### config.mk
export PLATFORM = sky130hd
export DESIGN_NAME = load_store_unit_flat
export DESIGN_NICKNAME = d
export VERILOG_FILES = /design/src/rtl/lsu_if.sv /design/src/rtl/load_store_unit.sv /design/src/flat_wrapper.sv
export SDC_FILE = /design/constraint.sdc
export NUM_CORES = 1
export LEC_CHECK = 0
export BUFFER_PORTS_ARGS = -buffer_cell sky130_fd_sc_hd__buf_2
export CAP_MARGIN = 40
export CORE_ASPECT_RATIO = 1.5
export CORE_MARGIN = 2
export CORE_UTILIZATION = 30
export DETAILED_ROUTE_END_ITERATION = 6
export GPL_TIMING_DRIVEN = 0
export PLACE_DENSITY = 0.51
export REMOVE_ABC_BUFFERS = 1
export SYNTH_ARGS = -nofsm -noshare
export SYNTH_HDL_FRONTEND = slang
export SYNTH_SLANG_ARGS = --single-unit
export TNS_END_PERCENT = 20
### constraint.sdc
create_clock -name clk -period 3.3 [get_ports clk]
set_clock_uncertainty 0.15 [all_clocks]
set_input_delay 0.495 -clock clk [delete_from_list [all_inputs] [get_ports clk]]
set_output_delay 0.495 -clock clk [all_outputs]
set_load 0.01 [all_outputs]
### src/rtl/lsu_if.sv
// lsu_if: request, response and data-memory signals of the load/store unit.
interface lsu_if #(
  parameter int XLEN = 32,
  parameter int MLEN = 64,
  parameter int MEM_WIDTH = 15
);
  logic                 req_valid;
  logic                 req_ready;
  logic                 req_we;
  logic [2:0]           req_funct3;
  logic [XLEN-1:0]      req_addr;
  logic [XLEN-1:0]      req_wdata;
  logic [4:0]           req_rd;
  logic                 resp_valid;
  logic                 resp_ready;
  logic [XLEN-1:0]      resp_data;
  logic [4:0]           resp_rd;
  logic [3:0]           resp_err;
  logic [XLEN-1:0]      resp_addr;
  logic [2:0]           mem_funct3;
  logic [MEM_WIDTH-1:0] mem_rd_addr;
  logic [MLEN-1:0]      mem_rd_data;
  logic [MEM_WIDTH-1:0] mem_wr_addr;
  logic [MLEN-1:0]      mem_wr_data;
  logic                 mem_wr_en;
  modport slave (
    input  req_valid, req_we, req_funct3, req_addr, req_wdata, req_rd, resp_ready, mem_rd_data,
    output req_ready, resp_valid, resp_data, resp_rd, resp_err, resp_addr,
           mem_funct3, mem_rd_addr, mem_wr_addr, mem_wr_data, mem_wr_en
  );
  modport master (
    output req_valid, req_we, req_funct3, req_addr, req_wdata, req_rd, resp_ready, mem_rd_data,
    input  req_ready, resp_valid, resp_data, resp_rd, resp_err, resp_addr,
           mem_funct3, mem_rd_addr, mem_wr_addr, mem_wr_data, mem_wr_en
  );
endinterface

### src/rtl/load_store_unit.sv
// load_store_unit: checked single-request load/store initiator driving a byte-lane memory port.
// Optional LSU_PERF_CNT_EN adds load/store/fault event counters.
module load_store_unit #(
  parameter int MEM_SIZE = 4096,
  parameter int BYTES_PER_WORD = 8,
  parameter int MEM_BYTES = MEM_SIZE * BYTES_PER_WORD,
  parameter int MEM_WIDTH = $clog2(MEM_BYTES),
  parameter int MLEN = 64,
  parameter int XLEN = 32
) (
  input  logic        clk,
  input  logic        aresetn,
  lsu_if.slave        bus
`ifdef LSU_PERF_CNT_EN
  ,
  output logic [31:0] perf_loads,
  output logic [31:0] perf_stores,
  output logic [31:0] perf_faults
`endif
);
  localparam int OFFW = $clog2(BYTES_PER_WORD);
  typedef enum logic [1:0] {IDLE, ACCESS, RESP} state_t;
  state_t state, state_n;
  logic we_q, accept, illegal, mis;
  logic [3:0] err;
  logic [MLEN-1:0] wr_shift;
  logic unused_hi;
  assign unused_hi = ^bus.mem_rd_data[MLEN-1:XLEN];
  always_comb begin
    illegal = bus.req_funct3 == 3'b011 || bus.req_funct3[2:1] == 2'b11 || (bus.req_we && bus.req_funct3[2]);
    mis = (bus.req_funct3[1:0] == 2'b01 && bus.req_addr[0]) ||
          (bus.req_funct3[1:0] == 2'b10 && bus.req_addr[1:0] != 2'b00);
    err = {illegal, bus.req_addr >= XLEN'(MEM_BYTES), bus.req_we && mis, !bus.req_we && mis};
  end
  assign wr_shift = MLEN'(bus.req_wdata) << {bus.req_addr[OFFW-1:0], 3'b000};
  // req_ready is gated by reset so every output reads 0 while aresetn is low
  assign bus.req_ready = aresetn && (state == IDLE || (state == RESP && bus.resp_ready));
  assign accept = bus.req_valid && bus.req_ready;
  assign bus.resp_valid = state == RESP;
  assign bus.mem_wr_en = state == ACCESS && we_q;
  always_ff @(posedge clk or negedge aresetn)
    if (!aresetn) state <= IDLE;
    else state <= state_n;
  always_comb begin
    state_n = state;
    if (accept) state_n = |err ? RESP : ACCESS;
    else if (state == ACCESS) state_n = RESP;
    else if (state == RESP && bus.resp_ready) state_n = IDLE;
  end
  always_ff @(posedge clk or negedge aresetn)
    if (!aresetn) begin
      we_q <= 1'b0;
      bus.resp_data <= '0;
      bus.resp_rd <= '0;
      bus.resp_err <= '0;
      bus.resp_addr <= '0;
      bus.mem_funct3 <= '0;
      bus.mem_rd_addr <= '0;
      bus.mem_wr_addr <= '0;
      bus.mem_wr_data <= '0;
    end else if (accept) begin
      we_q <= bus.req_we;
      bus.resp_data <= '0;
      bus.resp_rd <= bus.req_rd;
      bus.resp_err <= err;
      bus.resp_addr <= bus.req_addr;
      if (err == 4'd0) begin
        bus.mem_funct3 <= bus.req_funct3;
        bus.mem_rd_addr <= bus.req_addr[MEM_WIDTH-1:0];
        bus.mem_wr_addr <= bus.req_addr[MEM_WIDTH-1:0];
        if (bus.req_we) bus.mem_wr_data <= wr_shift;
      end
    end else if (state == ACCESS && !we_q) bus.resp_data <= bus.mem_rd_data[XLEN-1:0];
`ifdef LSU_PERF_CNT_EN
  always_ff @(posedge clk or negedge aresetn)
    if (!aresetn) begin
      perf_loads <= '0;
      perf_stores <= '0;
      perf_faults <= '0;
    end else begin
      if (state == ACCESS && !we_q) perf_loads <= perf_loads + 32'd1;
      if (state == ACCESS && we_q) perf_stores <= perf_stores + 32'd1;
      if (accept && |err) perf_faults <= perf_faults + 32'd1;
    end
`endif
endmodule

### src/flat_wrapper.sv
// flat-port wrapper written by rule: the top's interface ports become plain ports
module load_store_unit_flat 
#(
  parameter int MEM_SIZE = 4096,
  parameter int BYTES_PER_WORD = 8,
  parameter int MEM_BYTES = MEM_SIZE * BYTES_PER_WORD,
  parameter int MEM_WIDTH = $clog2(MEM_BYTES),
  parameter int MLEN = 64,
  parameter int XLEN = 32
)
  (clk, aresetn, bus_req_valid, bus_req_we, bus_req_funct3, bus_req_addr, bus_req_wdata, bus_req_rd, bus_resp_ready, bus_mem_rd_data, bus_req_ready, bus_resp_valid, bus_resp_data, bus_resp_rd, bus_resp_err, bus_resp_addr, bus_mem_funct3, bus_mem_rd_addr, bus_mem_wr_addr, bus_mem_wr_data, bus_mem_wr_en);
  lsu_if #(.XLEN(XLEN), .MLEN(MLEN), .MEM_WIDTH(MEM_WIDTH)) bus_i ();
  input  logic clk;
  input  logic aresetn;
  input wire logic [$bits(bus_i.req_valid)-1:0] bus_req_valid;
  input wire logic [$bits(bus_i.req_we)-1:0] bus_req_we;
  input wire logic [$bits(bus_i.req_funct3)-1:0] bus_req_funct3;
  input wire logic [$bits(bus_i.req_addr)-1:0] bus_req_addr;
  input wire logic [$bits(bus_i.req_wdata)-1:0] bus_req_wdata;
  input wire logic [$bits(bus_i.req_rd)-1:0] bus_req_rd;
  input wire logic [$bits(bus_i.resp_ready)-1:0] bus_resp_ready;
  input wire logic [$bits(bus_i.mem_rd_data)-1:0] bus_mem_rd_data;
  output wire logic [$bits(bus_i.req_ready)-1:0] bus_req_ready;
  output wire logic [$bits(bus_i.resp_valid)-1:0] bus_resp_valid;
  output wire logic [$bits(bus_i.resp_data)-1:0] bus_resp_data;
  output wire logic [$bits(bus_i.resp_rd)-1:0] bus_resp_rd;
  output wire logic [$bits(bus_i.resp_err)-1:0] bus_resp_err;
  output wire logic [$bits(bus_i.resp_addr)-1:0] bus_resp_addr;
  output wire logic [$bits(bus_i.mem_funct3)-1:0] bus_mem_funct3;
  output wire logic [$bits(bus_i.mem_rd_addr)-1:0] bus_mem_rd_addr;
  output wire logic [$bits(bus_i.mem_wr_addr)-1:0] bus_mem_wr_addr;
  output wire logic [$bits(bus_i.mem_wr_data)-1:0] bus_mem_wr_data;
  output wire logic [$bits(bus_i.mem_wr_en)-1:0] bus_mem_wr_en;
  assign bus_i.req_valid = bus_req_valid;
  assign bus_i.req_we = bus_req_we;
  assign bus_i.req_funct3 = bus_req_funct3;
  assign bus_i.req_addr = bus_req_addr;
  assign bus_i.req_wdata = bus_req_wdata;
  assign bus_i.req_rd = bus_req_rd;
  assign bus_i.resp_ready = bus_resp_ready;
  assign bus_i.mem_rd_data = bus_mem_rd_data;
  assign bus_req_ready = bus_i.req_ready;
  assign bus_resp_valid = bus_i.resp_valid;
  assign bus_resp_data = bus_i.resp_data;
  assign bus_resp_rd = bus_i.resp_rd;
  assign bus_resp_err = bus_i.resp_err;
  assign bus_resp_addr = bus_i.resp_addr;
  assign bus_mem_funct3 = bus_i.mem_funct3;
  assign bus_mem_rd_addr = bus_i.mem_rd_addr;
  assign bus_mem_wr_addr = bus_i.mem_wr_addr;
  assign bus_mem_wr_data = bus_i.mem_wr_data;
  assign bus_mem_wr_en = bus_i.mem_wr_en;
  load_store_unit #(.MEM_SIZE(MEM_SIZE), .BYTES_PER_WORD(BYTES_PER_WORD), .MEM_BYTES(MEM_BYTES), .MEM_WIDTH(MEM_WIDTH), .MLEN(MLEN), .XLEN(XLEN)) u_core (.clk(clk), .aresetn(aresetn), .bus(bus_i));
endmodule
Yosys cells after proc, flatten, opt, wreduce, memory -nomap -nowiden. Index checks and enable logic that the tools add are counted.

Order comparisons: 1. Equality and inequality tests: 6. Shift operators: 1. Muxes and demuxes: 6. Reduce and logical (&&, ||, !) cells: 24.

Operators by type and width (number): 32-bit two-way mux (2); 32-bit by 6-bit << shifter with 64-bit output (1); 32-bit by 16-bit greater-or-equal comparator with 1-bit output (second input constant) (1); 1-bit logical AND (10); 2-bit two-way mux (4); 2-bit == test (second input constant) (3); 2-bit by 1-bit == test with 1-bit output (second input constant) (2); 4-bit zero test (1); 1-bit logical OR (4); 2-bit nonzero test (2); 4-bit OR reduction (1); 3-bit by 2-bit == test with 1-bit output (second input constant) (1); 3-bit AND reduction (1); 3-bit nonzero test (1); 1-bit zero test (2); 2-bit zero test (1); 2-bit AND reduction (1).

Register bits after elaboration: 158. Output and inout port bits: 173. Logic and storage cells: 47.

Logic depth before layout (Yosys ltp). Gate-level depths: netlist of run 1.

Word-level depth: 7. Depth in mapped cells: 7. Gate-level depth less buffers: 4.

Least setup slack after synthesis of run 1. OpenSTA, ideal clock, no wires.

Path kind: input -> register. From: in bus_req_addr[23]. To: reg u_core.bus.mem_wr_data[12] (netlist bit). Setup time: 0.125 ns. Arrival time: 1.826 ns. Required time: 3.025 ns. Slack: 1.199 ns. Cell stages on the path: 6. Path buffers: 2. Path through: nor4_1 nand3_1 nor4_2 buf_6 buf_12 mux2_4.

Cells in the longest elaborated chain, start to end: 3.

Ends and longest elaborated chain: start, declared (RTL line flat_wrapper.sv:18) `input wire logic [$bits(bus_i.req_addr)-1:0] bus_req_addr;`; 32-bit by 16-bit greater-or-equal comparator with 1-bit output (RTL line load_store_unit.sv:33) `err = {illegal, bus.req_addr >= XLEN'(MEM_BYTES), bus.req_we && mis, !bus.req_we && mis};`; 4-bit zero test (RTL line load_store_unit.sv:67) `if (err == 4'd0) begin`; 3-bit AND reduction (no line); end signal, assigned (RTL line load_store_unit.sv:71) `if (bus.req_we) bus.mem_wr_data <= wr_shift;`; end, declared (RTL line lsu_if.sv:29) `mem_funct3, mem_rd_addr, mem_wr_addr, mem_wr_data, mem_wr_en`.

Every way passes these cells. A chain may end at the register's enable or synchronous reset.

Worst setup path in the final report of run 1.
From: reg u_core.state[0]. To: reg u_core.bus.mem_rd_addr[11] (netlist bit).

Cells in the longest elaborated chain, start to end: 6.

Ends and longest elaborated chain: start, declared (RTL line load_store_unit.sv:23) `state_t state, state_n;`; start signal, assigned (RTL line load_store_unit.sv:43) `else state <= state_n;`; 2-bit == test (RTL line load_store_unit.sv:37) `assign bus.req_ready = aresetn && (state == IDLE || (state == RESP && bus.resp_ready));`; 1-bit logical AND (RTL line load_store_unit.sv:37); 1-bit logical OR * (RTL line load_store_unit.sv:37); 1-bit logical AND * (RTL line load_store_unit.sv:37); 1-bit logical AND * (RTL line load_store_unit.sv:38) `assign accept = bus.req_valid && bus.req_ready;`; 2-bit AND reduction (no line) *; end signal, assigned (RTL line load_store_unit.sv:69) `bus.mem_rd_addr <= bus.req_addr[MEM_WIDTH-1:0];`; end, declared (RTL line lsu_if.sv:29).

Mark *: on every way between the ends. The rest lies on a longest branch, timed or not.

==> results.yml, run 1 <==
final_layout:
  layout.nets: 1097
  regArea_sq_um: 3954
  final_util: 0.4036
  multiInputGateArea_sq_um: 3137
  fillers: 2498
  area_delta_synth_final_pct: 33.33
  drive_above_1_share: 0.4205
global_route:
  grt_pass1_vias: 6051
  grt_pass1_wl_microns: 34810
  antenna_found_initial: 2
  grt_max_degree: 69
  grt_util_all_layers: 0.1704
  grt_overflow: 0
worst_setup_path:
  crit_fanout: 39
  crit_arrival_ns: 2.90
  cpMaxStageDelayCell: "dfrtp_1"
  startpoint_type: "flop"
  endpoint_kind: "flop"
  cpPeakStageDelay_ns: 0.44
  crit_type: "flop to flop"
  critical_path.cell_chain: "nor2b_1 > nand3_4 > buf_12 > nor4_4 > buf_4 > mux2_2"
  crit_required_ns: 3.46
floorplan:
  die_w_microns: 133.6
  io_pins: 314
  die_y_microns: 198.4
  dieArea_sq_um: 26500
  core_sq_um: 24960
  rows: 71
  initial_core_util: 0.3027
timing:
  fmax_mhz: 365.3
  finalSetupViolCount: 0
  fin_crit_sh: 0.8295
  rsz0062_at_grt: "no"
  slew_violations: 0
  max_slew_margin: 0.4327
  worstMarginPinSlew_ns: 0.8492
  hold_viol_final: 0
  period_minus_slack_ns: 2.737
drt:
  ant_nets: 0
  avgViaCountPerCell: 4.556
  drt-initial-drc-count: 229
  wl_per_cell_microns: 17.25
  firstDrtPassIters: 4
  wl_microns: 22390
  routed-via-count: 5914
  drc: 0
logic_synthesis:
  synth_ff_type: "dfrtp_1"
  ys_top_cells_by_area: "dfrtp_1 52%, mux2i_1 8.1%, nand2_1 7.3%"
  synth_area_leader_cell: "dfrtp_1"
  synth_edf_count: 0
  synth_common_cells: "158 x dfrtp_1, 147 x nand2_1, 61 x mux2i_1"
  yosysSeqAreaShare: 0.5232
  synth-async-reset-ratio: 1.000
  synthDistinctLibCells: 37
  synth_cells: 691
  postSynthAreaPerCell_sq_um: 10.94
  yosysTopAreaCellShare: 0.5232
  synth_area_sq_um: 7557
  yosysMostFrequentCell: "dfrtp_1"
  yosys_warnings: 0
  yosys_register_bits: 158
cts:
  clock_path_buffers: 2
  clkSinkCount: 158
  cts-root-buf: "clkbuf_16"
  cts_tree: "built"
  ctsResizeCount: 0
  clkLatencyLatePin_ns: 0.42
  numCtsBuffers: 17
  cts.clk_slew.worst_paths_ns: 0.07
  cts-htree-levels: 4
status:
  status: "finished clean"
placement:
  numPortBuffers: 281
  hpwl_microns: 15990
  routabilityCongestion: 0.7801
min_path:
  holdCritPathClass: "input pin to async pin"
job:
  maxCapViolCount: 0
power:
  power_mw: 4.687
  power_leakage_nw: 5.788
  p_per_area_nw_per_um2: 465.2
  peakVddDrop_mv: 0.3179
[power breakdown]
part | internal [mW] | total (mW) | leakage (nW) | switching [mW]
logic | 0.234 | 0.574 | 3.52 | 0.340
clock network | 1.21 | 2.05 | 0.286 | 0.839
registers | 2.02 | 2.06 | 1.98 | 0.0418
total | 3.47 | 4.69 | 5.79 | 1.22
[cell type report]
type | instances | area share
antenna | 2 | 0.0004967
multi-input combinational | 440 | 0.3113
tap | 328 | 0.04073
clock inverter | 12 | 0.01602
timing repair buffer | 308 | 0.1835
clock buffer | 19 | 0.04396
sequential | 158 | 0.3924
inverter | 31 | 0.01155
[critical path: cells and delay by family, from the launching register on]
kind	cells	cell delay [ns]
buffers and inverters	2	0.58
muxes	1	0.34
DFF	1	0.44
and+or+nand+nor	3	1.12
[cell families (layout without fill, tap and decap cells)]
group                  Yosys count  after routing  synth area share
AO/OA/AOI/OAI                   83             83           0.07848
multiplexers                   121            121            0.1851
AND/OR/NAND/NOR                235            235            0.1452
buffers and inverters           93            370           0.06689
other                            0              2                 0
flip-flops                     158            158            0.5232
XOR/XNOR                         1              1          0.001159
[placed cells by master (no fill, tap or decap), types with 2 or more instances in the layout]
cell / netlist / final
a22oi_1: 7 / 7
o22ai_1: 9 / 9
buf_8: 0 / 3
dfrtp_1: 158 / 158
o31ai_1: 2 / 2
mux2_2: 30 / 30
and3b_1: 2 / 2
o2bb2ai_1: 7 / 7
inv_6: 0 / 3
buf_4: 17 / 6
nand2b_1: 17 / 17
mux2i_1: 61 / 61
nor4_4: 0 / 2
buf_6: 4 / 10
nand3b_1: 2 / 2
diode_2: 0 / 2
o21ai_0: 12 / 12
clkinv_4: 0 / 2
inv_1: 31 / 31
clkinvlp_4: 0 / 3
bufinv_16: 0 / 3
buf_2: 11 / 280
nor2_1: 14 / 13
nor4_1: 3 / 3
a22o_1: 8 / 8
nor3b_2: 1 / 2
and3_1: 33 / 32
buf_16: 0 / 7
nand2_1: 147 / 147
mux2_4: 30 / 30
nor2b_1: 6 / 6
clkbuf_16: 0 / 17
a211oi_1: 2 / 2
a21oi_1: 3 / 3
a21o_1: 33 / 33
[what timing repair did]
item	in CTS	in global routing
hold buffers	3	0
hold endpoints to repair	68	0
setup endpoints to repair	69	0
buffers inserted	5	0
[stage by stage]
| step | std cells | instance area [sq um] | setup TNS [ns] | worst slack [ns] | hold slack, ns |
|---|---|---|---|---|---|
| floorplan | 629 | 7168 | -249.27 | -3.795 | 0.04941 |
| global placement | 1238 | 8985 | -1146.78 | -9.310 | 0.3046 |
| detailed placement | 1256 | 9314 | -63.40 | -0.9584 | 0.3066 |
| CTS | 1296 | 10070 | 0 | 0.5602 | 0.03520 |
| global route | 1298 | 10080 | 0 | 0.3440 | 0.03578 |
| finish | 1298 | 10080 | 0 | 0.5627 | 0.03819 |
[metal layers]
layer,vias up,global-route usage,wire length (microns)
met4,0,0.06816,512
met5,-,0,0
li1,2847,-,-
met1,2889,0.2026,9082
met2,153,0.2992,11900
met3,25,0.03670,899
[registers in the layout (all words and copies together) (netlist names)]
register,flops
u_core.bus.resp_rd,5
u_core.bus.resp_addr,32
u_core.bus.mem_funct3,3
u_core.bus.resp_data,32
u_core.state,2
u_core.we_q,1
u_core.bus.mem_rd_addr,15
u_core.bus.resp_err,4
u_core.bus.mem_wr_data,64
[worst paths after layout]
check	endpoint	start	slack [ns]	cells past startpoint
worst min register to register	u_core.bus.resp_addr[19]$_DFFE_PN0P_	u_core.bus.resp_addr[19]$_DFFE_PN0P_	0.32	2
min in group clk	u_core.bus.resp_rd[4]$_DFFE_PN0P_	bus_req_rd[4]	0.11	3
worst max register to register	u_core.bus.mem_rd_addr[11]$_DFFE_PN0P_	u_core.state[0]$_DFFE_PN0P_	0.56	6
max in group asynchronous	u_core.bus.resp_data[22]$_DFFE_PN0P_	aresetn	2.65	3
worst max-delay path	u_core.bus.mem_rd_addr[11]$_DFFE_PN0P_	u_core.state[0]$_DFFE_PN0P_	0.56	6
worst min-delay path	u_core.bus.mem_wr_data[45]$_DFFE_PN0P_	aresetn	0.04	3
(Power assumes the default switching activity.)
==> run 2, diff against run 1 <==
--- a/config.mk
+++ b/config.mk
@@ -12,7 +12,7 @@
 export CORE_UTILIZATION = 30
 export DETAILED_ROUTE_END_ITERATION = 6
 export GPL_TIMING_DRIVEN = 0
-export PLACE_DENSITY = 0.51
+export PLACE_DENSITY = 0.53
 export REMOVE_ABC_BUFFERS = 1
 export SYNTH_ARGS = -nofsm -noshare
 export SYNTH_HDL_FRONTEND = slang
==> constraint.sdc (replaced) <==
create_clock -name clk -period 2.4 [get_ports clk]
set_clock_uncertainty 0.15 [all_clocks]
set_input_delay 0.36 -clock clk [delete_from_list [all_inputs] [get_ports clk]]
set_output_delay 0.36 -clock clk [all_outputs]
set_load 0.01 [all_outputs]
==> run 2 against run 1 <==
Combinational power up 55%. Register-to-register slack lost 0.44 ns. Cell area grew 6.0%. Non-clock buffer count up 50. Power grew 37%. Via count increased by 5.1%. Utilization increased by 2.4 points. Clock power grew 33%. Clock-buffer cell count decreased by 1. Worst setup slack got worse by 0.46 ns. Cell count is 4.0% higher. Critical path type is now input pin to flop.
==> results.yml, run 2 (same netlist as run 1, synthesis figures left out) <==
final_layout:
  final_cell_mix: "280 x buf_2, 157 x dfrtp_1, 146 x nand2_1, 61 x mux2i_1, 37 x dlygate4sd3_1"
  area_delta_synth_final_pct: 41.29
  top_regs: "u_core.bus.mem_wr_data (64), u_core.bus.resp_addr (32), u_core.bus.resp_data (32)"
  multiInputGateArea_sq_um: 3161
  layout.nets: 1148
  mostFrequentLayoutCell: "buf_2"
  regArea_sq_um: 3955
  fillers: 2433
  largest_register_ffs: 64
  regMostFlops: "u_core.bus.mem_wr_data"
  stdcell_count: 1350
  drive_above_1_share: 0.4167
floorplan:
  core_sq_um: 24960
  io_pins: 314
  die_y_microns: 198.4
  rows: 71
  die_w_microns: 133.6
  dieArea_sq_um: 26500
  initial_core_util: 0.3027
cts:
  numCtsBuffers: 17
  clkLatencyLatePin_ns: 0.43
  cts-htree-levels: 4
  clkSinkCount: 158
  cts-root-buf: "clkbuf_16"
  cts.clk_slew.worst_paths_ns: 0.07
  clock_path_buffers: 2
  cts_tree: "built"
timing:
  fin_crit_sh: 0.9586
  setup_ws_ns: 0.09938
  max_slew_margin: 0.4175
  fmax_mhz: 434.7
  slew_violations: 0
  fin_tns_setup_ns: 0
  holdWs_ns: 0.02069
  worstMarginPinSlew_ns: 0.8738
  period_minus_slack_ns: 2.301
  rsz0062_at_grt: "no"
  hold_viol_final: 0
  finalSetupViolCount: 0
drt:
  wl_microns: 24060
  avgViaCountPerCell: 4.606
  routed-via-count: 6218
  firstDrtPassIters: 4
  drt-initial-drc-count: 253
  wl_per_cell_microns: 17.82
  ant_nets: 0
  drc: 0
global_route:
  grt_overflow: 0
  antenna_found_initial: 3
  grt_util_all_layers: 0.1808
  grt_use_met3: 0.03746
  gr-usage-met2: 0.3184
  busiest_layer: "met2"
  met1_usage: 0.2136
  grt_pass1_wl_microns: 36350
  grt_max_degree: 56
  grt_pass1_vias: 6244
worst_setup_path:
  crit_arrival_ns: 2.47
  critical_path.cell_chain: "dlygate4sd3_1 > buf_2 > nor2_1 > nand2_2 > nor4_4 > buf_6 > buf_12 > buf_6 > buf_12 > mux2_2"
  cpPeakStageDelay_ns: 0.56
  crit_type: "input pin to flop"
  endpoint_kind: "flop"
  crit_fanout: 10
  cp_num_buf_inv: 6
  cpMaxStageDelayCell: "dlygate4sd3_1"
  startpoint_type: "input pin"
  cp_top_family: "buffers and inverters"
  crit_required_ns: 2.57
placement:
  post-place-ws_ns: -1.609
  numPortBuffers: 281
  hpwl_microns: 16240
  routabilityCongestion: 0.7737
  dp_cells: 1256
power:
  power_leakage_nw: 6.069
  peakVddDrop_mv: 0.4565
  power_mw: 6.439
  p_per_area_nw_per_um2: 603.0
min_path:
  holdCritPathClass: "input pin to flop"
job:
  maxCapViolCount: 0
status:
  status: "finished clean"
[run 2: layout make-up]
type | instances | area share
clock inverter | 14 | 0.01371
antenna | 2 | 0.0004687
clock buffer | 18 | 0.04019
inverter | 31 | 0.01090
sequential | 158 | 0.3704
timing repair buffer | 358 | 0.2299
tap | 328 | 0.03843
multi-input combinational | 441 | 0.2960
[run 2: worst min-delay path: cells and delay by family]
| family | cells | cell delay (ns) |
|---|---|---|
| buffers and inverters | 1 | 0.11 |
| and+or+nand+nor | 2 | 0.10 |
[run 2: worst paths after layout]
path / startpoint / depth (start not counted) / end / slack (ns)
setup reg to reg: u_core.state[0]$_DFFE_PN0P_ / 8 / u_core.bus.mem_wr_data[8]$_DFFE_PN0P_ / 0.12
hold / removal: bus_req_addr[22] / 3 / u_core.bus.resp_addr[22]$_DFFE_PN0P_ / 0.02
hold reg to reg: u_core.bus.resp_addr[29]$_DFFE_PN0P_ / 2 / u_core.bus.resp_addr[29]$_DFFE_PN0P_ / 0.32
max in group asynchronous: aresetn / 4 / u_core.state[0]$_DFFE_PN0P_ / 1.21
min in group asynchronous: aresetn / 3 / u_core.bus.mem_wr_data[44]$_DFFE_PN0P_ / 0.44
setup / recovery: bus_req_addr[31] / 10 / u_core.bus.mem_wr_data[8]$_DFFE_PN0P_ / 0.1
[run 2: power by group]
part / switching [mW] / internal [mW] / leakage, nW / total, mW
combinational: 0.496 / 0.393 / 3.80 / 0.889
clock: 1.25 / 1.47 / 0.282 / 2.72
sequential: 0.0547 / 2.77 / 1.98 / 2.83
[run 2: what timing repair did]
| action | CTS | global route |
|---|---|---|
| pin swaps | 3 | 2 |
| hold endpoints to repair | 144 | 0 |
| cloned | 4 | 1 |
| resized for setup | 8 | 6 |
| setup buffers | 12 | 2 |
| hold buffers | 41 | 0 |
| endpoints found under the setup margin | 155 | 34 |
[run 2: routing by layer]
| layer | vias to the layer above | share of wire |
|---|---|---|
| met5 | - | 0.00054 |
| met4 | 2 | 0.029 |
| met3 | 40 | 0.039 |
| met2 | 169 | 0.53 |
| met1 | 3050 | 0.40 |
| li1 | 2957 | - |
[run 2: stage by stage]
stage | area [sq um] | util
4_1_cts | 10620 | 0.4255
3_3_place_gp | 8985 | 0.3599
6_report | 10680 | 0.4277
5_1_grt | 10680 | 0.4277
2_1_floorplan | 7168 | -
3_5_place_dp | 9318 | 0.3733
